`config.mk`:
```
export PLATFORM = sky130hd
export DESIGN_NAME = alu_pipe
export DESIGN_NICKNAME = d
export VERILOG_FILES = /design/src/rtl/alu_pkg.sv /design/src/rtl/alu_core.sv /design/src/rtl/alu_pipe.sv
export SDC_FILE = /design/constraint.sdc
export NUM_CORES = 1
export LEC_CHECK = 0
export CAP_MARGIN = 20
export CORE_ASPECT_RATIO = 1.2
export CORE_MARGIN = 4
export CORE_UTILIZATION = 30
export DETAILED_ROUTE_END_ITERATION = 16
export SETUP_SLACK_MARGIN = 0.3
export SLEW_MARGIN = 10
export SYNTH_ARGS = -nofsm -noshare
export SYNTH_HDL_FRONTEND = slang
export SYNTH_SLANG_ARGS = --single-unit
```
`constraint.sdc`:
```
create_clock -name clk -period 5.1 [get_ports clk]
set_input_delay 0.51 -clock clk [delete_from_list [all_inputs] [get_ports clk]]
set_output_delay 0.51 -clock clk [all_outputs]
set_load 0.1 [all_outputs]
```
`src/rtl/alu_pkg.sv`:
```
// Shared opcode encoding and flag bundle for the pipelined ALU.
package alu_pkg;

  localparam int OP_W = 3;

  typedef logic [OP_W-1:0] op_t;

  localparam op_t OP_ADD = 3'b000;
  localparam op_t OP_SUB = 3'b001;
  localparam op_t OP_AND = 3'b010;
  localparam op_t OP_OR  = 3'b011;
  localparam op_t OP_XOR = 3'b100;
  localparam op_t OP_NOT = 3'b101;
  localparam op_t OP_SHL = 3'b110;
  localparam op_t OP_SHR = 3'b111;

  typedef struct packed {
    logic zf;
    logic cf;
    logic of;
  } flags_t;

endpackage

```
`src/rtl/alu_core.sv`:
```
// Combinational ALU: op/a/b -> y and {zf,cf,of}.
// Define ALU_SAT_EN to clamp signed-overflowing ADD/SUB results instead of wrapping.
module alu_core
  import alu_pkg::*;
#(
  parameter int WIDTH = 6
) (
  input  op_t              op,
  input  logic [WIDTH-1:0] a,
  input  logic [WIDTH-1:0] b,
  output logic [WIDTH-1:0] y,
  output flags_t           flags
);

  localparam logic [WIDTH-1:0] W_VAL = WIDTH'(WIDTH);

  logic [WIDTH:0]   sum;
  logic [WIDTH:0]   diff;
  logic [WIDTH:0]   shl_ext;
  logic [WIDTH:0]   shr_ext;
  logic             big_shift;
  logic             add_of;
  logic             sub_of;
  logic [WIDTH-1:0] y_i;
  logic             cf_i;
  logic             of_i;

  assign sum  = {1'b0, a} + {1'b0, b};
  assign diff = {1'b0, a} - {1'b0, b};

  // One extra bit beside the operand catches the last bit shifted out.
  assign shl_ext   = {1'b0, a} << b;
  assign shr_ext   = {a, 1'b0} >> b;
  assign big_shift = (b >= W_VAL);

  assign add_of = (a[WIDTH-1] == b[WIDTH-1]) && (sum[WIDTH-1]  != a[WIDTH-1]);
  assign sub_of = (a[WIDTH-1] != b[WIDTH-1]) && (diff[WIDTH-1] != a[WIDTH-1]);

  always_comb begin
    // NOTE: every output gets a default first so no path through the case infers a latch.
    y_i  = '0;
    cf_i = 1'b0;
    of_i = 1'b0;
    case (op)
      OP_ADD: begin y_i = sum[WIDTH-1:0];  cf_i = sum[WIDTH];  of_i = add_of; end
      OP_SUB: begin y_i = diff[WIDTH-1:0]; cf_i = diff[WIDTH]; of_i = sub_of; end
      OP_AND: y_i = a & b;
      OP_OR:  y_i = a | b;
      OP_XOR: y_i = a ^ b;
      OP_NOT: y_i = ~a;
      OP_SHL: if (!big_shift) begin
        y_i  = shl_ext[WIDTH-1:0];
        cf_i = shl_ext[WIDTH];
      end
      OP_SHR: if (!big_shift) begin
        y_i  = shr_ext[WIDTH:1];
        cf_i = shr_ext[0];
      end
    endcase
`ifdef ALU_SAT_EN
    if ((op == OP_ADD || op == OP_SUB) && of_i)
      y_i = a[WIDTH-1] ? {1'b1, {(WIDTH-1){1'b0}}} : {1'b0, {(WIDTH-1){1'b1}}};
`endif
  end

  assign y     = y_i;
  assign flags = '{zf: (y_i == '0), cf: cf_i, of: of_i};

endmodule

```
`src/rtl/alu_pipe.sv`:
```
// Two-stage valid/ready pipelined ALU: stage 1 holds operands, stage 2 holds results.
// Optional ALU_SAT_EN (see alu_core) selects saturating ADD/SUB.
module alu_pipe
  import alu_pkg::*;
#(
  parameter int WIDTH = 6
) (
  input  logic             clk,
  input  logic             rst_n,
  input  logic             in_valid,
  output logic             in_ready,
  input  logic [OP_W-1:0]  in_op,
  input  logic [WIDTH-1:0] in_a,
  input  logic [WIDTH-1:0] in_b,
  output logic             out_valid,
  input  logic             out_ready,
  output logic [WIDTH-1:0] out_y,
  output logic             out_zf,
  output logic             out_cf,
  output logic             out_of
);

  logic             s1_valid;
  op_t              s1_op;
  logic [WIDTH-1:0] s1_a;
  logic [WIDTH-1:0] s1_b;

  logic             s2_valid;
  logic [WIDTH-1:0] s2_y;
  flags_t           s2_flags;

  logic [WIDTH-1:0] core_y;
  flags_t           core_flags;
  logic             s2_adv;

  // No skid buffer: a full pipe accepts only when the consumer drains this cycle.
  assign s2_adv   = !s2_valid || out_ready;
  assign in_ready = !s1_valid || s2_adv;

  // NOTE: datapath registers are reset too so outputs read as zero out of reset.
  always_ff @(posedge clk or negedge rst_n) begin
    if (!rst_n) begin
      // NOTE: sequential state uses non-blocking assignments so every register samples pre-edge values.
      s1_valid <= 1'b0;
      s1_op    <= OP_ADD;
      s1_a     <= '0;
      s1_b     <= '0;
    end else if (in_ready) begin
      s1_valid <= in_valid;
      if (in_valid) begin
        s1_op <= in_op;
        s1_a  <= in_a;
        s1_b  <= in_b;
      end
    end
  end

  alu_core #(.WIDTH(WIDTH)) u_core (
    .op    (s1_op),
    .a     (s1_a),
    .b     (s1_b),
    .y     (core_y),
    .flags (core_flags)
  );

  always_ff @(posedge clk or negedge rst_n) begin
    if (!rst_n) begin
      s2_valid <= 1'b0;
      s2_y     <= '0;
      s2_flags <= '0;
    end else if (s2_adv) begin
      s2_valid <= s1_valid;
      if (s1_valid) begin
        s2_y     <= core_y;
        s2_flags <= core_flags;
      end
    end
  end

  assign out_valid = s2_valid;
  assign out_y     = s2_y;
  assign out_zf    = s2_flags.zf;
  assign out_cf    = s2_flags.cf;
  assign out_of    = s2_flags.of;

endmodule

```
Yosys cells after proc, flatten, opt, wreduce, memory -nomap -nowiden
Index checks and enable logic that the tools add are counted.
Operators by class
  shifts and indexed selects: 2
  $lt $le $gt $ge: 1
  multiplexer cells: 7
  bitwise gates (word level): 4
  reduce and logical (&&, ||, !) cells: 10
  eq/ne operators: 11
  add/subtract/negate cells: 2
Operators with widths (number)
  $pmux 6 s8: 1
  $eq 3x3->1 const B: 4
  $mux 6: 2
  $add 6x6->7: 1
  $shl 6x6->7: 1
  $shr 7x6->7: 1
  $sub 6x6->7: 1
  $and 6x6->6: 1
  $eq 3x2->1 const B: 2
  $ge 6x3->1 const B: 1
  $logic_not 6->1: 1
  $not 6->6: 1
  $or 6x6->6: 1
  $xor 6x6->6: 1
  $pmux 1 s4: 1
  $reduce_and 2->1: 2
  $eq 3x1->1 const B: 1
  $logic_not 3->1: 1
  $ne 1x1->1: 3
  $logic_and 1x1->1: 2
  $logic_not 1->1: 2
  $logic_or 1x1->1: 2
  $mux 1: 2
  $pmux 1 s2: 1
  $eq 1x1->1: 1
Word-level totals
  logic and storage cells: 46
  output and inout bits: 11
  bits of input ports: 19
  flip-flop bits (word level): 26

Depth between registers and ports, before layout
Gate-level depths: netlist (run 1).
  depth in word-level cells: 4
  depth in mapped cells: 12
  gate-level depth less buffers: 11

Cells and area by module
A second synthesis (run 1) with hierarchy kept.
Second synthesis, totals
  cell total of the unflattened synthesis: 280
  area, all modules: 2612.5 um^2
Modules (own cells, without submodules)
  alu_core: instances 1, area an instance 1576.5 um^2, cells each 223
  alu_pipe: instances 1, area an instance 1036.0 um^2, cells each 57

Worst setup path before layout (run 1)
Ideal clock, no wire load.
  path kind: flip-flop to flip-flop
  from: register s2_valid, in the netlist out_valid
  to: register s1_a[0]
  cell stages (with the launch flop): 5
  arrival: 3.194 ns
  buffers on the path: 1
  period minus slack after synthesis: 3.318 ns
  setup slack: 1.782 ns
  path through: dfrtp_1 > nand3b_1 > nand2_1 > clkbuf_1 > mux2_2
On the way
  word-level cells in the longest chain between the ends: 4
Ends and longest elaborated chain
  start: declaration: line alu_pipe.sv:28  | logic s2_valid;
  start signal: assignment: line alu_pipe.sv:72  | s2_valid <= s1_valid;
  $logic_not 1->1: line alu_pipe.sv:37  | assign s2_adv = !s2_valid || out_ready;
  $logic_or 1x1->1: line alu_pipe.sv:37
  $logic_or 1x1->1: line alu_pipe.sv:38  | assign in_ready = !s1_valid || s2_adv;
  named net in_ready: line alu_pipe.sv:11  | output logic in_ready,
  $reduce_and 2->1 (no line)
  end signal: assignment: line alu_pipe.sv:52  | s1_a <= in_a;
  end: declaration: line alu_pipe.sv:25  | logic [WIDTH-1:0] s1_a;
The timed path passes the listed nets, and every way through them passes these cells.
A chain may end at the register's enable or synchronous reset.

Worst setup path after layout (run 1)
  from: register s1_b[0]
  to: register s2_flags (netlist bit out_zf)
On the way
  word-level cells in the longest chain between the ends: 4
  elaborated cells between the ends (all ways): 12
  those cells by class: add/sub: 2; order compare: 1; shift: 2; mux: 3; bitwise: 3; reduce/logical: 1
Ends and longest elaborated chain
  start: declaration: line alu_pipe.sv:26  | logic [WIDTH-1:0] s1_b;
  start signal: assignment: line alu_pipe.sv:53  | s1_b <= in_b;
  $ge 6x3->1 (tied with other cells): line alu_core.sv:34  | assign big_shift = (b >= W_VAL);
  $mux 6, on equally long branches: line alu_core.sv:55, alu_core.sv:51
  $pmux 6 s8 *: line alu_core.sv:44  | case (op)
  $logic_not 6->1 *: line alu_core.sv:67  | assign flags = '{zf: (y_i == '0), cf: cf_i, of: of_i};
  end signal: assignment: line alu_pipe.sv:75  | s2_flags <= core_flags;
  end: declaration: line alu_pipe.sv:30  | flags_t s2_flags;
Every way passes the cells marked *; elsewhere a longest branch is shown, timed or not.

==> flow_summary_export.csv, run 1 <==
group,metric,value,unit
routing,wire_per_inst,16.32,um
worst_setup_path,timing.rr.end,"out_zf",
hold_path,min_path_cells,2,
logic_synthesis,synthesis.area,2476,um2
power_and_ir_drop,pwr_density_cell,415.1,nW/um2
power_and_ir_drop,switching_share,49.58,%
worst_setup_path,start_kind,"flip-flop",
grt,grt_pass1_wl,10.52,mm
routing,first_pass_iters,4,
power_and_ir_drop,peakVddDrop,0.3613,mV
logic_synthesis,async_flop_share,100.0,%
clock_tree,cts_made_buffers,3,
place,pre_cts_slack,1826,ps
worst_setup_path,arrival,3470,ps
run,drv_cap,0,
logic_synthesis,yosysWarnings,0,
logic_synthesis,ys_ff_latch,26,
clock_tree,cts_post_setup_buffers_inserted,0,
finish,drive_gt1_share,14.34,%
floorplan,initial_utilization,30.71,%
routing,viasPerCell,5.585,
worst_setup_path,cp_max_fo,24,
worst_setup_path,r2r_slack,1800,ps
timing,finalSetupViolCount,0,
run_status,status,"finished clean",
timing,fmax,303.2,MHz
hold_path,min-delay-start,"out_of",
logic_synthesis,synth-edff-count,0,
routing,ant_nets,0,
finish,n_antenna_cell,0,
power_and_ir_drop,power_frac_comb,56.0,%
finish,final_common_cell,"clkdlybuf4s50_1",
clock_tree,path_clk_slew,90,ps
logic_synthesis,synthTopCellsByArea,"dfrtp_1 (26%), ha_1 (9.1%), mux2_2 (9.1%), nand2_1 (3.9%), a21oi_1 (3.0%)",
routing,wl,6.219,mm
floorplan,num_rows,36,
worst_setup_path,reg2reg_depth,10,
clock_tree,cts.sinks,26,
power_and_ir_drop,sequentialPowerShare,29.2,%
grt,grt_overflow,0,
routing,vias,2128,
grt,grt_pass1_vias,2163,
worst_setup_path,r2r_start,"s1_b[0]",
logic_synthesis,ys.flop_type,"dfrtp_1",
timing,period_share,64.68,%
logic_synthesis,ys_seq_area_share,26.28,%
timing,setup_ws,1802,ps
routing,drtIter0Drc,162,
clock_tree,cts_max_level,1,
power_and_ir_drop,clkPwrFrac,14.8,%
finish,utilization,34.89,%
timing,slew_violations,0,
finish,nets,326,
power_and_ir_drop,power.internal,0.5886,mW
floorplan,ios,30,
finish,final_area,2813,um2
timing,rsz0062_at_grt,"false",
timing,tightest_slew,979.0,ps
clock_tree,hold_buffers,0,
grt,antenna_found_initial,0,
power_and_ir_drop,power_switching,0.5789,mW
finish,fillers,804,
floorplan,die_w,90.94,um
clock_tree,insertion_delay,270,ps
worst_setup_path,crit_required,5280,ps
finish,area_growth,13.59,%
floorplan,core-area,8063,um2
clock_tree,clockRootBuffer,"clkbuf_8",
worst_setup_path,crit_path_end_kind,"flip-flop",
logic_synthesis,yosysTopAreaCell,"dfrtp_1",
finish,mostFrequentLayoutCells,"clkdlybuf4s50_1 (29), nand2_1 (26), dfrtp_1 (26)",
clock_tree,clockBufferDepth,2,
floorplan,dieHeight,107.5,um
timing,hold_violations,0,
floorplan,die_area,9777,um2
timing,skew,4.469,ps
logic_synthesis,synth_cells,270,
logic_synthesis,synthDistinctLibCells,66,
timing,tns,0,ps
grt,grtUsageTotal,13.27,%
logic_synthesis,synth_fp_nets,309,
clock_tree,ctsResizeCount,0,
hold_path,hold_path.class,"flip-flop to flip-flop",
hold_path,hold_path_end,"out_of",
power_and_ir_drop,p_leak,1.121,nW
place,dp.final_hpwl,4.788,mm
timing,relSlewSlack,34.53,%
timing,finalCriticalPeriod,3298,ps
place,dpl_cell_area,2741,um2
clock_tree,cts_tree,"done",
place,routabilityCongestion,0.9282,
routing,drcViolationCount,0,
place,port_buffers,29,
worst_setup_path,setup.worst_path.class,"flip-flop to flip-flop",
logic_synthesis,syn_avg_cell_area,9.171,um2
logic_synthesis,synth_top_area_share,26.28,%
grt,grt_start_max_net_pins,27,
## cell usage after synthesis, drive strengths merged (2+ instances only)
library cell / number
o41ai: 2
nor2b: 4
nand4: 4
inv: 21
buf: 9
fa: 2
a21o: 2
o31a: 2
or2b: 3
clkbuf: 8
or4: 2
o22ai: 6
a221oi: 3
a31oi: 2
nand3b: 2
o21bai: 4
dfrtp: 26
nand2b: 6
o21ai: 13
mux2i: 5
nand3: 5
a22oi: 3
and2: 2
mux2: 20
a32oi: 4
nor3: 7
nor4: 2
a21oi: 15
ha: 18
xnor2: 7
o211ai: 6
nand2: 26
nor2: 11
## registers in the layout (all words and copies together), names as in the netlist
signal and count:
out_cf 1, out_zf 1, out_valid 1, out_of 1
s1_valid 1, s1_a 6, s1_b 6, s1_op 3
out_y 6
## worst max path at each step
stage	from	endpoint	slack (ps)
final	s1_b[0]	out_zf	1800
after global routing	s1_b[0]	out_zf	1530
after global placement	s1_b[0]	out_zf	1910
after floorplan	out_valid	s1_a[0]	1780
after CTS	s1_b[0]	out_zf	1800
after detailed placement	s1_b[0]	out_zf	1830
## stage by stage
step	power [mW]	instances	hold WS (ps)
2_1_floorplan	0.8521	270	214.4
3_3_place_gp	0.9946	377	468.9
3_5_place_dp	0.9964	377	474.5
4_1_cts	1.174	381	498.3
5_1_grt	1.242	381	516.7
6_report	1.168	381	490.6
## kinds of logic (layout without fill, tap and decap cells)
group           count (synthesis)  in the layout  share of synthesized area (%)
compound gates                 75             75                          21.63
xor+xnor                        7              7                          2.476
fa+ha+maj                      21             21                          11.12
buf+inv                        39             55                          9.297
flops                          26             26                          26.28
mux                            26             26                          12.53
simple gates                   76             76                          16.67
## power groups by stage
stage | clock network [mW] | logic [mW] | registers [mW]
6_report | 0.172 | 0.654 | 0.341
5_1_grt | 0.186 | 0.704 | 0.353
4_1_cts | 0.178 | 0.656 | 0.340
3_5_place_dp | 0 | 0.653 | 0.344
3_3_place_gp | 0 | 0.651 | 0.344
2_1_floorplan | 0 | 0.358 | 0.494
## per-layer routing
metal	track usage (%)	wire [um]
met5	0	0
met4	6.250	210
met3	1.259	227
met2	23.99	3145
met1	15.75	2636
## area by class of cell
type	instances	area (um2)	area share, %
clock inverter	1	30.03	1.068
multi-input combinational	205	1595	56.72
timing repair buffer	30	297.8	10.59
tap	95	118.9	4.226
clock buffer	3	41.29	1.468
sequential	26	650.6	23.13
inverter	21	78.83	2.802
## worst max-delay path: stages (launching register included)
cell and delay [ps]:
dfrtp_1 830, ha_1 290, inv_1 50, fa_1 380, nor2b_1 160, o31a_2 320, xnor2_1 160, o21ai_1 70
a2bb2oi_1 160, or4_1 560, o41ai_2 220
Power figures use the tool's default switching activity.
==> inputs of run 2 (changes only) <==
==> constraint.sdc (replaced) <==
create_clock -name clk -period 2.9 [get_ports clk]
set_input_delay 0.29 -clock clk [delete_from_list [all_inputs] [get_ports clk]]
set_output_delay 0.29 -clock clk [all_outputs]
set_load 0.1 [all_outputs]
==> run 2 against run 1 <==
Core utilization is 1.6 points higher. Count of clock-buffer cells in the layout is 1 higher. Non-clock buffer count is 19 higher. Die area stayed put. Total power is 77% higher. Critical path type unchanged. First-iteration DRC count is 18% higher. Sequential share of layout area is 0.75 points lower. Final cell count is 5.0% higher. Global-route usage is 1.3 points higher. Clock power is 44% higher. Cell area is 4.5% higher. Critical path depth is 1 higher.
==> flow_summary_export.csv, run 2 (synthesized netlist as in run 1, its figures left out) <==
group,metric,value,unit
floorplan,num_rows,36,
finish,area_growth,18.75,%
worst_setup_path,path_depth,11,
finish,utilization,36.47,%
finish,n_antenna_cell,0,
grt,grt_start_max_net_pins,27,
worst_setup_path,arrival,2790,ps
worst_setup_path,start_kind,"flip-flop",
timing,period_share,90.01,%
worst_setup_path,crit_path_start,"s1_a[0]",
grt,grt_pass1_wl,11.44,mm
hold_path,hold_path.class,"input pin to async pin",
place,dp.final_hpwl,5.542,mm
worst_setup_path,critPathMaxStageDelay,430,ps
finish,final_common_cell,"buf_4",
clock_tree,clockRootBuffer,"clkbuf_8",
routing,drtIter0Drc,191,
routing,drcViolationCount,0,
finish,stdcell_count,400,
finish,final_area,2940,um2
worst_setup_path,r2r_slack,290,ps
timing,rsz0062_at_grt,"true",
grt,grt_pass1_vias,2200,
clock_tree,cts_max_level,1,
grt,grtUsageTotal,14.59,%
routing,viasPerCell,5.458,
clock_tree,cts_made_buffers,3,
grt,antenna_found_initial,0,
routing,vias,2183,
floorplan,die_area,9777,um2
floorplan,dieHeight,107.5,um
worst_setup_path,cp_slowest_cell,"or4_1",
grt,grt_overflow,0,
place,dpl.cell_count,395,
timing,finalCriticalPeriod,2610,ps
finish,nets,345,
timing,fmax,383.1,MHz
worst_setup_path,setup.worst_path.class,"flip-flop to flip-flop",
timing,skew,7.739,ps
clock_tree,clockBufferDepth,2,
clock_tree,cts_tree,"done",
routing,wire_per_inst,17.36,um
clock_tree,insertion_delay,280,ps
floorplan,ios,30,
place,dpl_cell_area,2856,um2
routing,first_pass_iters,4,
run,drv_cap,0,
timing,finalSetupViolCount,0,
clock_tree,cts.sinks,26,
timing,slew_violations,0,
power_and_ir_drop,finalPower,2.072,mW
worst_setup_path,critPathTopFamily,"compound AO/OA/AOI/OAI gates",
worst_setup_path,timing.rr.end,"out_zf",
finish,mostFrequentLayoutCells,"buf_4 (31), nand2_1 (25), dfrtp_1 (22)",
clock_tree,path_clk_slew,100,ps
power_and_ir_drop,p_leak,1.216,nW
timing,hold_violations,0,
floorplan,core-area,8063,um2
power_and_ir_drop,pwr_density_cell,704.8,nW/um2
worst_setup_path,cp_max_fo,3,
run_status,status,"finished clean",
finish,drive_gt1_share,26.56,%
power_and_ir_drop,peakVddDrop,0.7054,mV
routing,wl,6.945,mm
timing,relSlewSlack,53.73,%
worst_setup_path,crit_end,"out_zf",
floorplan,initial_utilization,30.71,%
worst_setup_path,crit_path_end_kind,"flip-flop",
floorplan,die_w,90.94,um
timing,tns,0,ps
worst_setup_path,crit_required,3080,ps
timing,tightest_slew,676.6,ps
routing,ant_nets,0,
worst_setup_path,worstPathCellList,"inv_2 -> ha_1 -> inv_1 -> fa_2 -> nor2b_1 -> o31a_2 -> xnor2_1 -> o21ai_1 -> a2bb2oi_1 -> or4_1 -> o41ai_2",
worst_setup_path,path_buf_inv,2,
place,port_buffers,29,
worst_setup_path,reg2reg_depth,11,
worst_setup_path,r2r_start,"s1_a[0]",
place,routabilityCongestion,0.9223,
-- run 2: cell count changes in the layout (fill, tap and decap cells not counted), moves of 2 or more --
| cell | delta |
|---|---|
| dfrtp_2 | +3 |
| a21oi_2 | +2 |
| a21oi_1 | -2 |
| buf_4 | +30 |
| clkdlybuf4s50_1 | -11 |
| dfrtp_1 | -4 |
-- run 2: final cells by class --
| class | count | area (um2) |
|---|---|---|
| inverter | 21 | 81.33 |
| tap | 95 | 118.9 |
| sequential | 26 | 658.1 |
| fill | 831 | 5122 |
| multi-input combinational | 205 | 1614 |
| clock buffer | 4 | 55.05 |
| timing repair buffer | 49 | 412.9 |
-- run 2: repair_timing --
item                       4_1_cts  5_1_grt
resized for setup                3        6
buffers inserted                 0        1
setup endpoints to repair        3        3
gates cloned                     0        0
hold buffers                     0        0
-- run 2: worst min-delay path by stage --
| stage | cells past startpoint | end | slack [ps] | from |
|---|---|---|---|---|
| finish | 2 | s1_op[2] | 370 | rst_n |
| detailed placement | 2 | out_zf | 470 | out_zf |
| global placement | 2 | out_of | 470 | out_of |
| floorplan | 0 | out_cf | -6 | rst_n |
| global route | 2 | s1_op[1] | 400 | rst_n |
| CTS | 2 | s1_op[2] | 380 | rst_n |
-- run 2: per-layer routing --
metal | global-route usage [%] | vias up | routed length, um
li1 | - | 1047 | -
met2 | 25.93 | 78 | 3502
met1 | 17.49 | 1037 | 2775
met3 | 1.399 | 21 | 363
met4 | 7.328 | 0 | 304
met5 | 0 | - | 0
-- run 2: stage by stage --
step	hold WS, ps	worst slack [ps]
final	369.0	289.8
after global routing	403.9	133.8
after CTS	384.1	285.1
after detailed placement	469.7	168.1
after global placement	467.3	271.6
after floorplan	-5.591	292.3
-- run 2: power by group --
group / internal, mW / total, mW / switching, mW
Sequential: 0.443 / 0.526 / 0.0831
Combinational: 0.451 / 1.30 / 0.848
Clock: 0.122 / 0.247 / 0.125
-- run 2: worst reg2reg max path, delay by kind of cell (launching register included) --
family	cells	cell delay, ps
AO/OA/AOI/OAI	4	760
XOR/XNOR	1	140
adder cells (fa/ha/maj)	2	510
buffers and inverters	2	120
flip-flops	1	400
AND/OR/NAND/NOR	2	580
==> inputs of run 3 (changes only) <==
--- a/config.mk
+++ b/config.mk
@@ -7,11 +7,12 @@
 export LEC_CHECK = 0
 export CAP_MARGIN = 20
 export CORE_ASPECT_RATIO = 1.2
-export CORE_MARGIN = 4
+export CORE_MARGIN = 2
 export CORE_UTILIZATION = 30
 export DETAILED_ROUTE_END_ITERATION = 16
 export SETUP_SLACK_MARGIN = 0.3
 export SLEW_MARGIN = 10
 export SYNTH_ARGS = -nofsm -noshare
 export SYNTH_HDL_FRONTEND = slang
+export SYNTH_HIERARCHICAL = 1
 export SYNTH_SLANG_ARGS = --single-unit
==> run 3 against run 2 <==
Final cell count up 7.0%. Cell area rose by 6.8%. Maximum frequency increased by 5.0%. Clock power increased by 30%. Routed wire length grew 8.6%. Critical path type unchanged. Largest cell class unchanged. Critical endpoint unchanged. Total power is 8.8% higher. Die area fell by 3.1%. Area after synthesis rose by 5.5%.
==> flow_summary_export.csv, run 3 <==
group,metric,value,unit
worst_setup_path,cp_max_fo,9,
clock_tree,clockBufferDepth,2,
logic_synthesis,ys_seq_area_share,24.90,%
logic_synthesis,yosysWarnings,6,
finish,mostFrequentLayoutCells,"buf_4 (30), dfrtp_1 (26), inv_1 (22)",
logic_synthesis,synthMostInstantiatedCell,"dfrtp_1",
routing,route.met2.wl,3.838,mm
place,dp.final_hpwl,5.594,mm
logic_synthesis,synthTopCellsByArea,"dfrtp_1 (25%), ha_1 (8.6%), mux2_2 (8.2%), mux2_4 (5.7%), inv_1 (3.2%)",
floorplan,ios,30,
worst_setup_path,start_kind,"flip-flop",
logic_synthesis,ys.flop_type,"dfrtp_1",
routing,wl_met1,3.127,mm
worst_setup_path,reg2reg_depth,9,
routing,drcViolationCount,0,
logic_synthesis,ys_ff_latch,26,
clock_tree,cts.sinks,26,
clock_tree,cts_max_level,1,
power_and_ir_drop,peakVddDrop,0.3216,mV
timing,relSlewSlack,64.25,%
routing,ant_nets,0,
floorplan,core-area,8518,um2
routing,wl,7.539,mm
grt,grt_overflow,0,
timing,tns,0,ps
worst_setup_path,crit_required,3090,ps
grt,grt_pass1_wl,12.33,mm
logic_synthesis,synth_compound_area_share,20.11,%
logic_synthesis,synthAdderAreaFrac,10.15,%
worst_setup_path,r2r_start,"s1_b[4]",
worst_setup_path,arrival,2680,ps
timing,tightest_slew,535.0,ps
clock_tree,cts_tree,"done",
finish,final_common_cell,"buf_4",
timing,timing.hold.ws,361.8,ps
clock_tree,path_clk_slew,100,ps
worst_setup_path,r2r_slack,410,ps
grt,grt_start_max_net_pins,27,
routing,vias,2349,
place,port_buffers,29,
timing,skew,6.489,ps
logic_synthesis,synth_top_area_share,24.90,%
logic_synthesis,async_flop_share,100.0,%
routing,viasPerCell,5.488,
power_and_ir_drop,p_leak,1.339,nW
worst_setup_path,timing.rr.end,"out_zf",
routing,met3_length,246,um
logic_synthesis,syn_avg_cell_area,9.330,um2
timing,finalCriticalPeriod,2487,ps
routing,wire_per_inst,17.61,um
floorplan,num_rows,37,
floorplan,initial_utilization,30.67,%
timing,rsz0062_at_grt,"false",
finish,utilization,36.87,%
place,routabilityCongestion,0.9337,
timing,finalSetupViolCount,0,
clock_tree,clockRootBuffer,"clkbuf_8",
clock_tree,insertion_delay,290,ps
timing,hold_violations,0,
place,pre_cts_slack,341.2,ps
clock_tree,cts_made_buffers,3,
finish,n_antenna_cell,0,
logic_synthesis,synth_top_family_by_area,"compound AO/OA/AOI/OAI gates",
logic_synthesis,yosysTopAreaCell,"dfrtp_1",
worst_setup_path,setup.worst_path.class,"flip-flop to flip-flop",
hold_path,hold_path.class,"input pin to async pin",
logic_synthesis,synth_fp_nets,319,
finish,nets,351,
routing,first_pass_iters,4,
logic_synthesis,synth-edff-count,0,
grt,grt_pass1_vias,2387,
timing,fmax,402.1,MHz
routing,highest_layer,"met4",
finish,drive_gt1_share,26.69,%
grt,grtUsageTotal,16.72,%
logic_synthesis,yosys-mux-area-fraction,18.15,%
clock_tree,hold_buffers,0,
run_status,status,"finished clean",
routing,drtIter0Drc,214,
power_and_ir_drop,pwr_density_cell,717.8,nW/um2
place,dpl.cell_count,423,
logic_synthesis,synthDistinctLibCells,70,
finish,area_growth,20.21,%
logic_synthesis,synthesis.area,2613,um2
floorplan,die_area,9474,um2
timing,period_share,85.76,%
run,drv_cap,0,
finish,stdcell_count,428,
logic_synthesis,synth_cells,280,
timing,slew_violations,0,
grt,antenna_found_initial,0,
floorplan,dieHeight,106.2,um
floorplan,die_w,89.19,um
timing,setup_ws,413.1,ps
worst_setup_path,crit_path_end_kind,"flip-flop",
logic_synthesis,yosys.area_share.xor_xnor,0.6705,%
logic_synthesis,yosys-top-cells-count,"dfrtp_1 (26), inv_1 (22), mux2_2 (19)",
logic_synthesis,yosys.area_share.simple,17.67,%
[run 3: cell type report]
cell class / count / area (um2)
clock inverter: 1 / 30.03
multi-input combinational: 210 / 1780
fill: 905 / 5378
tap: 117 / 146.4
sequential: 26 / 650.6
clock buffer: 3 / 41.29
inverter: 23 / 86.33
timing repair buffer: 48 / 405.4
[run 3: how the worst max path moves through the flow]
stage / from / end / depth (start not counted) / slack (ps)
global placement: s1_a[0] / out_zf / 11 / 450
CTS: s1_b[2] / out_zf / 9 / 390
global route: s1_a[0] / out_zf / 11 / 290
detailed placement: s1_b[2] / out_zf / 9 / 340
floorplan: s1_b[1] / out_zf / 10 / 330
finish: s1_b[4] / out_zf / 9 / 410
[run 3: metrics by stage]
stage	power (mW)	area (um2)
6_report	2.254	3141
5_1_grt	2.378	3141
4_1_cts	2.231	3102
3_5_place_dp	1.898	3025
3_3_place_gp	1.890	3025
2_1_floorplan	1.569	2615
[run 3: routing by layer]
layer,up-vias,GRT usage (%)
li1,1093,-
met1,1170,21.06
met2,69,27.72
met3,17,1.320
met4,0,9.062
met5,-,0
[run 3: cell families (layout without fill, tap and decap cells)]
group           count (synthesis)  after routing
compound gates                 73             73
xor+xnor                        2              2
fa+ha+maj                      20             20
buf+inv                        44             75
flops                          26             26
mux                            37             37
simple gates                   78             78
[run 3: what timing repair did]
item,CTS,global route
resized for setup,1,9
endpoints found under the setup margin,1,2
pin swaps,0,1
setup buffers,0,1
[run 3: critical path, stage by stage (launching register included)]
cell     delay (ps)
dfrtp_1         590
inv_1           130
ha_1            400
inv_1           120
a21oi_1         190
o31ai_1         130
o311a_1         340
a21oi_2         180
nor4_2           60
mux2_2          260
[run 3: where the power goes]
part           total (mW)  internal [mW]  switching [mW]
clock               0.322          0.186           0.136
sequential          0.540          0.445          0.0940
combinational        1.39          0.488           0.904
total                2.25           1.12            1.13
